## src/rtl/word_serializer.sv

```systemverilog
// word_serializer: pops 32-bit words from the reader FIFO and emits them as
// bytes, MSB first, with a 2-bit lane counter. It emits exactly the programmed
// number of bytes per transfer, then pulses o_Done for one cycle.
module word_serializer #(
  parameter int unsigned DATA_W = 32,
  parameter int unsigned LEN_W  = 6
) (
  input  logic              CLK,
  input  logic              RESETn,
  input  logic              Start,
  input  logic [LEN_W-1:0]  i_RCC_BUFFER_LENGTH,
  input  logic [DATA_W-1:0] i_FIFO_rd_data,
  input  logic              i_FIFO_empty,
  output logic              o_FIFO_rd_en,
  output logic [7:0]        o_serialized_output,
  output logic              o_serialized_output_valid,
  output logic [1:0]        o_Serialize_Counter,
  output logic              o_Busy,
  output logic              o_Done,
  output logic              o_underflow
);

  typedef enum logic [2:0] {
    StIdle,
    StFetch,
    StLoad,
    StShift,
    StStall,
    StDone
  } state_e;

  state_e             state_q, state_d;
  logic [DATA_W-1:0]  word_q, word_d;
  logic [1:0]         lane_q, lane_d;
  logic [LEN_W-1:0]   remaining_q, remaining_d;
  logic               underflow_q, underflow_d;
  // Set when the next word was popped on the lane-2 cycle; rd_data is valid at lane 3.
  logic               pf_q, pf_d;
  logic [7:0]         lane_byte;

  // State and datapath registers.
  always_ff @(posedge CLK or negedge RESETn) begin
    if (!RESETn) begin
      state_q     <= StIdle;
      word_q      <= '0;
      lane_q      <= '0;
      remaining_q <= '0;
      underflow_q <= 1'b0;
      pf_q        <= 1'b0;
    end else begin
      state_q     <= state_d;
      word_q      <= word_d;
      lane_q      <= lane_d;
      remaining_q <= remaining_d;
      underflow_q <= underflow_d;
      pf_q        <= pf_d;
    end
  end

  // Select the byte addressed by the current lane, MSB first.
  always_comb begin
    lane_byte = 8'h00;
    unique case (lane_q)
      2'd0: lane_byte = word_q[31:24];
      2'd1: lane_byte = word_q[23:16];
      2'd2: lane_byte = word_q[15:8];
      2'd3: lane_byte = word_q[7:0];
      default: lane_byte = 8'h00;
    endcase
  end

  // Next-state logic and outputs.
  always_comb begin
    state_d                   = state_q;
    word_d                    = word_q;
    lane_d                    = lane_q;
    remaining_d               = remaining_q;
    underflow_d               = underflow_q;
    pf_d                      = pf_q;
    o_FIFO_rd_en              = 1'b0;
    o_serialized_output       = 8'h00;
    o_serialized_output_valid = 1'b0;
    o_Serialize_Counter       = 2'd0;
    o_Done                    = 1'b0;

    unique case (state_q)
      StIdle: begin
        if (Start) begin
          remaining_d = i_RCC_BUFFER_LENGTH;
          underflow_d = 1'b0;
          pf_d        = 1'b0;
          lane_d      = 2'd0;
          state_d     = (i_RCC_BUFFER_LENGTH == '0) ? StDone : StFetch;
        end
      end

      // Waiting here for the first word is not an underflow.
      StFetch: begin
        if (!i_FIFO_empty) begin
          o_FIFO_rd_en = 1'b1;
          state_d      = StLoad;
        end
      end

      StLoad: begin
        word_d  = i_FIFO_rd_data;
        lane_d  = 2'd0;
        pf_d    = 1'b0;
        state_d = StShift;
      end

      StShift: begin
        o_serialized_output_valid = 1'b1;
        o_serialized_output       = lane_byte;
        o_Serialize_Counter       = lane_q;
        if (remaining_q != '0) begin
          remaining_d = remaining_q - LEN_W'(1);
        end
        if (remaining_q == LEN_W'(1)) begin
          // Last byte; any unread lanes of the current word are dropped.
          state_d = StDone;
        end else begin
          lane_d = lane_q + 2'd1;
          if (lane_q == 2'd2 && remaining_q > LEN_W'(2) && !i_FIFO_empty) begin
            o_FIFO_rd_en = 1'b1;
            pf_d         = 1'b1;
          end
          // Reaching lane 3 with bytes still owed means a next word was needed.
          if (lane_q == 2'd3) begin
            if (pf_q) begin
              word_d = i_FIFO_rd_data;
              lane_d = 2'd0;
              pf_d   = 1'b0;
            end else begin
              underflow_d = 1'b1;
              state_d     = StStall;
            end
          end
        end
      end

      StStall: begin
        if (!i_FIFO_empty) begin
          o_FIFO_rd_en = 1'b1;
          state_d      = StLoad;
        end
      end

      StDone: begin
        o_Done  = 1'b1;
        state_d = StIdle;
      end

      default: state_d = StIdle;
    endcase
  end

  assign o_Busy      = (state_q != StIdle);
  assign o_underflow = underflow_q;

endmodule

```

## config.mk

```make
export PLATFORM = sky130hd
export DESIGN_NAME = word_serializer
export DESIGN_NICKNAME = d
export VERILOG_FILES = /design/src/rtl/word_serializer.sv
export SDC_FILE = /design/constraint.sdc
export NUM_CORES = 1
export LEC_CHECK = 0
export BUFFER_PORTS_ARGS = -buffer_cell sky130_fd_sc_hd__buf_4
export CORE_MARGIN = 2
export CORE_UTILIZATION = 28
export CTS_BUF_LIST = sky130_fd_sc_hd__clkbuf_8
export CTS_CLUSTER_DIAMETER = 30
export DETAILED_ROUTE_END_ITERATION = 8
export GPL_ROUTABILITY_DRIVEN = 0
export GPL_TIMING_DRIVEN = 0
export PLACE_DENSITY_LB_ADDON = 0.15
export REMOVE_ABC_BUFFERS = 1
export SLEW_MARGIN = 20
export SYNTH_ARGS = -nofsm -noshare
export SYNTH_HDL_FRONTEND = slang
export SYNTH_SLANG_ARGS = --single-unit
```

## constraint.sdc

```tcl
create_clock -name CLK -period 2.6 [get_ports CLK]
set_input_delay 0.26 -clock CLK [delete_from_list [all_inputs] [get_ports CLK]]
set_output_delay 0.26 -clock CLK [all_outputs]
set_load 0.01 [all_outputs]
```

# Yosys cells after proc, flatten, opt, wreduce, memory -nomap -nowiden
# Cells that the tools add are included.
# classes
add_sub_neg,2
magnitude_cmp,1
n_eq_ne,18
mux,38
n_reduce_logical,17
# ops
operator,n
$mux 32,3
$pmux 32 s2,1
$pmux 8 s4,1
$mux 3,6
$ne 2x2->1 const B,7
$mux 1,13
$mux 6,2
$pmux 3 s4,1
$pmux 6 s2,1
$mux 2,5
$mux 8,1
$reduce_and 4->1,2
$eq 3x2->1 const B,2
$eq 3x3->1 const B,2
$eq 6x1->1 const B,1
$gt 6x2->1 const B,1
$logic_not 6->1,1
$ne 3x3->1 const B,2
$pmux 2 s3,1
$reduce_and 3->1,2
$reduce_bool 3->1,2
$reduce_bool 6->1,1
$sub 6x1->6 const B,1
$reduce_and 5->1,1
12 further kinds,16
# word_totals
reg_bits,45
inputBits,42
out_inout_bits,15

# Logic depth before layout (Yosys ltp)
# logic_depth
depth_word,8
depth_mapped,7
ltp_nobuf,6

# Least setup slack after synthesis
# No wires, ideal clock.
# synth_path
path_kind,flip-flop to flip-flop
from,register remaining_q[1]
to,register pf_q
setup_time_ps,122
t_arrival_ps,1674
path_slack_ps,805
path_stages_with_launch,7
period_less_slack_ps,1795
path_cell_list,dfrtp_1 > inv_1 > ha_1 > and3b_1 > a2111oi_4 > o21ai_0 > a32o_1
# synth_between
elab_chain_len,8
word_cells_on_any_way,11
classes_between,order compare: 1; eq/ne: 2; mux: 5; reduce/logical: 3
# synth_rtl
element,line_no,rtl
start: declaration,35,"logic [LEN_W-1:0] remaining_q, remaining_d;"
start signal: assignment,54,remaining_q <= remaining_d;
$gt 6x2->1,124,if (lane_q == 2'd2 && remaining_q > LEN_W'(2) && !i_FIFO_empty) begin
$logic_and 1x1->1 (2 in a row),124,
$mux 1,124,
$mux 1,130,if (pf_q) begin
$mux 1,129,if (lane_q == 2'd3) begin
$mux 1,119,if (remaining_q == LEN_W'(1)) begin
$pmux 1 s3,86,unique case (state_q)
end signal: assignment,56,pf_q <= pf_d;
end: declaration,38,"logic pf_q, pf_d;"
# Parallel ways exist; a longest one is shown, timed or not. The select of a mux whose other input is x is not followed.
# A chain may end at the register's enable or synchronous reset.

# Worst setup path after layout
# layout_path
from,register remaining_q[3]
to,register word_q[8]
# layout_between
elab_chain_len,3
# layout_rtl
element,line_no,rtl
$eq 6x1->1,119,
$ne 2x2->1 (no source line),-,
$reduce_and 4->1 (no source line),-,
end signal: assignment,52,word_q <= word_d;
end: declaration,33,"logic [DATA_W-1:0] word_q, word_d;"
# Every way passes these cells.

==> report_table.html <==
<table>
<tr><th>Metric</th><th>Value</th></tr>
<tr><th colspan="2">Outcome</th></tr>
<tr><td>Run status</td><td>finished, final reports clean</td></tr>
<tr><th colspan="2">Placement</th></tr>
<tr><td>Placed Instance Area</td><td>2910 um2</td></tr>
<tr><td>Pre-CTS setup slack</td><td>0.104 ns</td></tr>
<tr><td>Buffers on Ports</td><td>56</td></tr>
<tr><td>Sum of net half-perimeters after detailed placement</td><td>4040 um</td></tr>
<tr><th colspan="2">Global route</th></tr>
<tr><td>Wire length of the first global-routing pass</td><td>9960 um</td></tr>
<tr><td>Antenna violations before repair</td><td>0</td></tr>
<tr><td>Pin count of the biggest net entering global routing</td><td>46</td></tr>
<tr><td>Total routing usage reported by global routing</td><td>a little over an eighth</td></tr>
<tr><td>Via count of the first global-routing pass</td><td>roughly 2100</td></tr>
<tr><td>GR Overflow Total</td><td>0</td></tr>
<tr><th colspan="2">STA</th></tr>
<tr><td>Max frequency</td><td>between 0.4 and 0.5 GHz</td></tr>
<tr><td>Worst-margin pin slew</td><td>0.911 ns</td></tr>
<tr><td>Post-layout min period</td><td>between 2 and 2.5 ns</td></tr>
<tr><td>Setup_tns</td><td>0 ns</td></tr>
<tr><td>Slew headroom</td><td>approximately 39%</td></tr>
<tr><td>Crit path setup slack, layout</td><td>0.185 ns</td></tr>
<tr><td>Worst-case clock skew</td><td>a little under 0.009 ns</td></tr>
<tr><td>Setup repair after global routing missed its margin</td><td>false</td></tr>
<tr><td>Final Max Tran Viols</td><td>0</td></tr>
<tr><td>Fin. Hold Viols</td><td>0</td></tr>
<tr><td>Period Utilization, post-route</td><td>about 93%</td></tr>
<tr><td>Final-report setup violation count</td><td>0</td></tr>
<tr><th colspan="2">Drt</th></tr>
<tr><td>Routed length per instance</td><td>between 15 and 20 um</td></tr>
<tr><td>Vias per std cell</td><td>a little over 5</td></tr>
<tr><td>Vias</td><td>roughly 1900</td></tr>
<tr><td>DRC Markers</td><td>0</td></tr>
<tr><td>DRC marker count from the first detailed-route iteration</td><td>between 90 and 100</td></tr>
<tr><td>WL final</td><td>6050 um</td></tr>
<tr><td>Length of the first detailed-routing pass in iterations</td><td>4</td></tr>
<tr><td>Antenna Nets Post-Route</td><td>0</td></tr>
<tr><th colspan="2">Yosys</th></tr>
<tr><td>Leading cell type by number of instances after synthesis</td><td>dfrtp_1</td></tr>
<tr><td>Share of the yosys chip area belonging to registers</td><td>between 40% and 50%</td></tr>
<tr><td>Share of Yosys cell area claimed by the top area cell type</td><td>a little under half</td></tr>
<tr><td>Cell types with the largest area share after synthesis</td><td>dfrtp_1 (47%), mux2_2 (13%), nor2_1 (4.7%)</td></tr>
<tr><td>Synth unique cells</td><td>a little over 40</td></tr>
<tr><td>Dominant synthesized flop cell</td><td>dfrtp_1</td></tr>
<tr><td>Share of synthesized flip-flops with an asynchronous set or reset</td><td>100%</td></tr>
<tr><td>Post-synth EDFFs</td><td>0</td></tr>
<tr><td>Synth Instances</td><td>roughly 220</td></tr>
<tr><td>#FFs+latches synth</td><td>between 40 and 50</td></tr>
<tr><td>Leading cell types by count after synthesis</td><td>dfrtp_1 (45), nor2_1 (30), mux2_2 (28)</td></tr>
<tr><td>Area leader, netlist</td><td>dfrtp_1</td></tr>
<tr><td>Synthesis warning total</td><td>0</td></tr>
<tr><td>Synthesized area divided by synthesized cell count</td><td>10.8 um2</td></tr>
<tr><td>Mapped cell area</td><td>approximately 2400 um2</td></tr>
<tr><th colspan="2">Floorplanning</th></tr>
<tr><td>Vertical extent of the die</td><td>96.7 um</td></tr>
<tr><td>Full die area</td><td>approximately 9400 um2</td></tr>
<tr><td>Count of pins on the block boundary</td><td>57</td></tr>
<tr><td>Standard-cell rows</td><td>33</td></tr>
<tr><td>Effective utilization at floorplan</td><td>29.1%</td></tr>
<tr><td>Placeable core region</td><td>~8300 um2</td></tr>
<tr><td>Die outline width</td><td>96.7 um</td></tr>
<tr><th colspan="2">Pwr</th></tr>
<tr><td>Leak Pwr</td><td>about 0.0013 uW</td></tr>
<tr><td>Highest ir drop seen on vdd</td><td>between 0.3 and 0.4 mV</td></tr>
<tr><td>Power consumption</td><td>around 3600 uW</td></tr>
<tr><td>Pwr dens</td><td>about 1200 nW/um2</td></tr>
<tr><th colspan="2">Final layout</th></tr>
<tr><td>Post-layout utilization of the core</td><td>a little over a third</td></tr>
<tr><td>Antenna diodes</td><td>0</td></tr>
<tr><td>Layout overhead on the synthesized area</td><td>25.6%</td></tr>
<tr><td>Nets</td><td>around 330</td></tr>
<tr><td>Fin area</td><td>3020 um2</td></tr>
<tr><td>Layout cell share with drive strength beyond 1</td><td>a little over a third</td></tr>
<tr><th colspan="2">Clock tree</th></tr>
<tr><td>Clock net sink count</td><td>45</td></tr>
<tr><td>Post_cts resized</td><td>0</td></tr>
<tr><td>Number of buffers created by CTS</td><td>5</td></tr>
<tr><td>Clock root buffer master</td><td>clkbuf_8</td></tr>
<tr><td>H-Tree Depth</td><td>2</td></tr>
<tr><td>Bufs on Longest Clock Path</td><td>2</td></tr>
<tr><td>Clk pin slew, worst setup/hold paths</td><td>approximately 0.090 ns</td></tr>
<tr><td>CTS tree</td><td>built</td></tr>
<tr><td>Clock insertion delay at the later pin of the skew report</td><td>roughly 0.30 ns</td></tr>
<tr><th colspan="2">Setup path</th></tr>
<tr><td>FF-to-FF Start</td><td>remaining_q[3]</td></tr>
<tr><td>Endpoint kind of the worst setup timing path</td><td>flip-flop</td></tr>
<tr><td>Type of origin of the critical path</td><td>flip-flop</td></tr>
<tr><td>Slack of the worst reg-to-reg path</td><td>0.18 ns</td></tr>
<tr><td>R2R depth</td><td>4</td></tr>
<tr><td>Worst reg2reg path endpoint</td><td>word_q[8]</td></tr>
<tr><td>Data arrival time at the worst-slack endpoint</td><td>2.60 ns</td></tr>
<tr><td>Crit path required time</td><td>2.78 ns</td></tr>
<tr><td>Category of the most critical setup path</td><td>flip-flop to flip-flop</td></tr>
<tr><td>Crit path max fanout</td><td>16</td></tr>
<tr><th colspan="2">Job</th></tr>
<tr><td>Number of violations of the max-capacitance limit</td><td>0</td></tr>
<tr><th colspan="2">Hold path</th></tr>
<tr><td>Destination of the worst hold path</td><td>word_q[31]</td></tr>
<tr><td>Hold WC Path Type</td><td>input port to flip-flop</td></tr>
<tr><td>Critical hold path startpoint</td><td>i_FIFO_rd_data[31]</td></tr>
<tr><td>Hold depth</td><td>2</td></tr>
</table>
## repair_timing
item / 4_1_cts / 5_1_grt
buffers inserted: 0 / 2
endpoints found under the hold margin: 33 / 0
hold buffers: 1 / 0
setup endpoints to repair: 0 / 29
## how the worst max path moves through the flow
stage                               from              to  slack, ns  depth (start not counted)
after CTS                 remaining_q[3]      word_q[16]       0.09                          4
after floorplan           remaining_q[3]       word_q[0]       0.56                          4
after global placement        state_q[2]  remaining_q[1]      -0.14                          4
after global routing      remaining_q[3]      word_q[10]       0.02                          4
final                     remaining_q[3]       word_q[8]       0.18                          4
after detailed placement  remaining_q[3]      word_q[16]       0.10                          4
## kinds of logic after synthesis
logic type / count (synthesis) / share of synthesized area (%)
AO/OA/AOI/OAI: 56 / 16.6
adder cells (fa/ha/maj): 8 / 4.16
buffers and inverters: 20 / 4.26
flip-flops: 45 / 46.8
multiplexers: 33 / 15.4
AND/OR/NAND/NOR: 60 / 12.7
## sequential cells by signal, summed over array words and instances (netlist names)
register,count
lane_q,2
o_underflow,1
pf_q,1
remaining_q,6
state_q,3
word_q,32
## area by class of cell
| class | instances | area, um2 |
|---|---|---|
| clock inverters | 3 | 15.0 |
| multi-input cells | 158 | 1190 |
| fillers | 888 | 5240 |
| flip-flops and latches | 45 | 1130 |
| well taps | 105 | 131 |
| clock buffers | 5 | 68.8 |
| inverters | 6 | 22.5 |
| repair buffers | 60 | 473 |
## critical path, stage by stage, from the launching register on
cell	delay (ns)
dfrtp_1	0.47
nor4_4	0.49
a21oi_2	0.18
o21ai_2	0.75
mux2_2	0.41
## report_power, final
part / internal, uW / total (uW) / leakage [uW] / switching [uW]
clock: 183 / 425 / 0.0000467 / 242
sequential: 1050 / 1340 / 0.000536 / 290
combinational: 911 / 1820 / 0.000752 / 909
total: 2150 / 3590 / 0.00133 / 1440
## metrics by stage
stage | instances | hold slack (ns)
after floorplan | 208 | -0.0356
after global placement | 369 | 0.321
after detailed placement | 370 | 0.314
after CTS | 379 | 0.164
after global routing | 382 | 0.169
final | 382 | 0.170
## cell usage in the layout, fill, tap and decap left out, types with 2 or more instances in the layout
cell / instances
mux2_1: 5
nand4_1: 2
a211oi_1: 3
nor2_1: 30
o21ai_0: 12
buf_4: 58
nand3_1: 2
ha_1: 8
and3_1: 2
a32o_1: 2
a222oi_1: 8
nor2b_1: 5
nand2b_1: 3
o22ai_1: 3
nor3_1: 2
dfrtp_1: 45
clkbuf_8: 5
nand2_1: 5
mux2_2: 28
inv_1: 8
a21oi_1: 19
## routing by layer
layer / up-vias / GRT usage [%] / share of wire, % / wire length (um)
met4: 0 / 3.03 / 0.74 / 45
met5: - / 0 / 0 / 0
li1: 917 / - / - / -
met2: 53 / 22.4 / 48 / 2880
met3: 6 / 3.32 / 6.0 / 362
met1: 954 / 16.4 / 46 / 2760
Power figures use the tool's default switching activity.
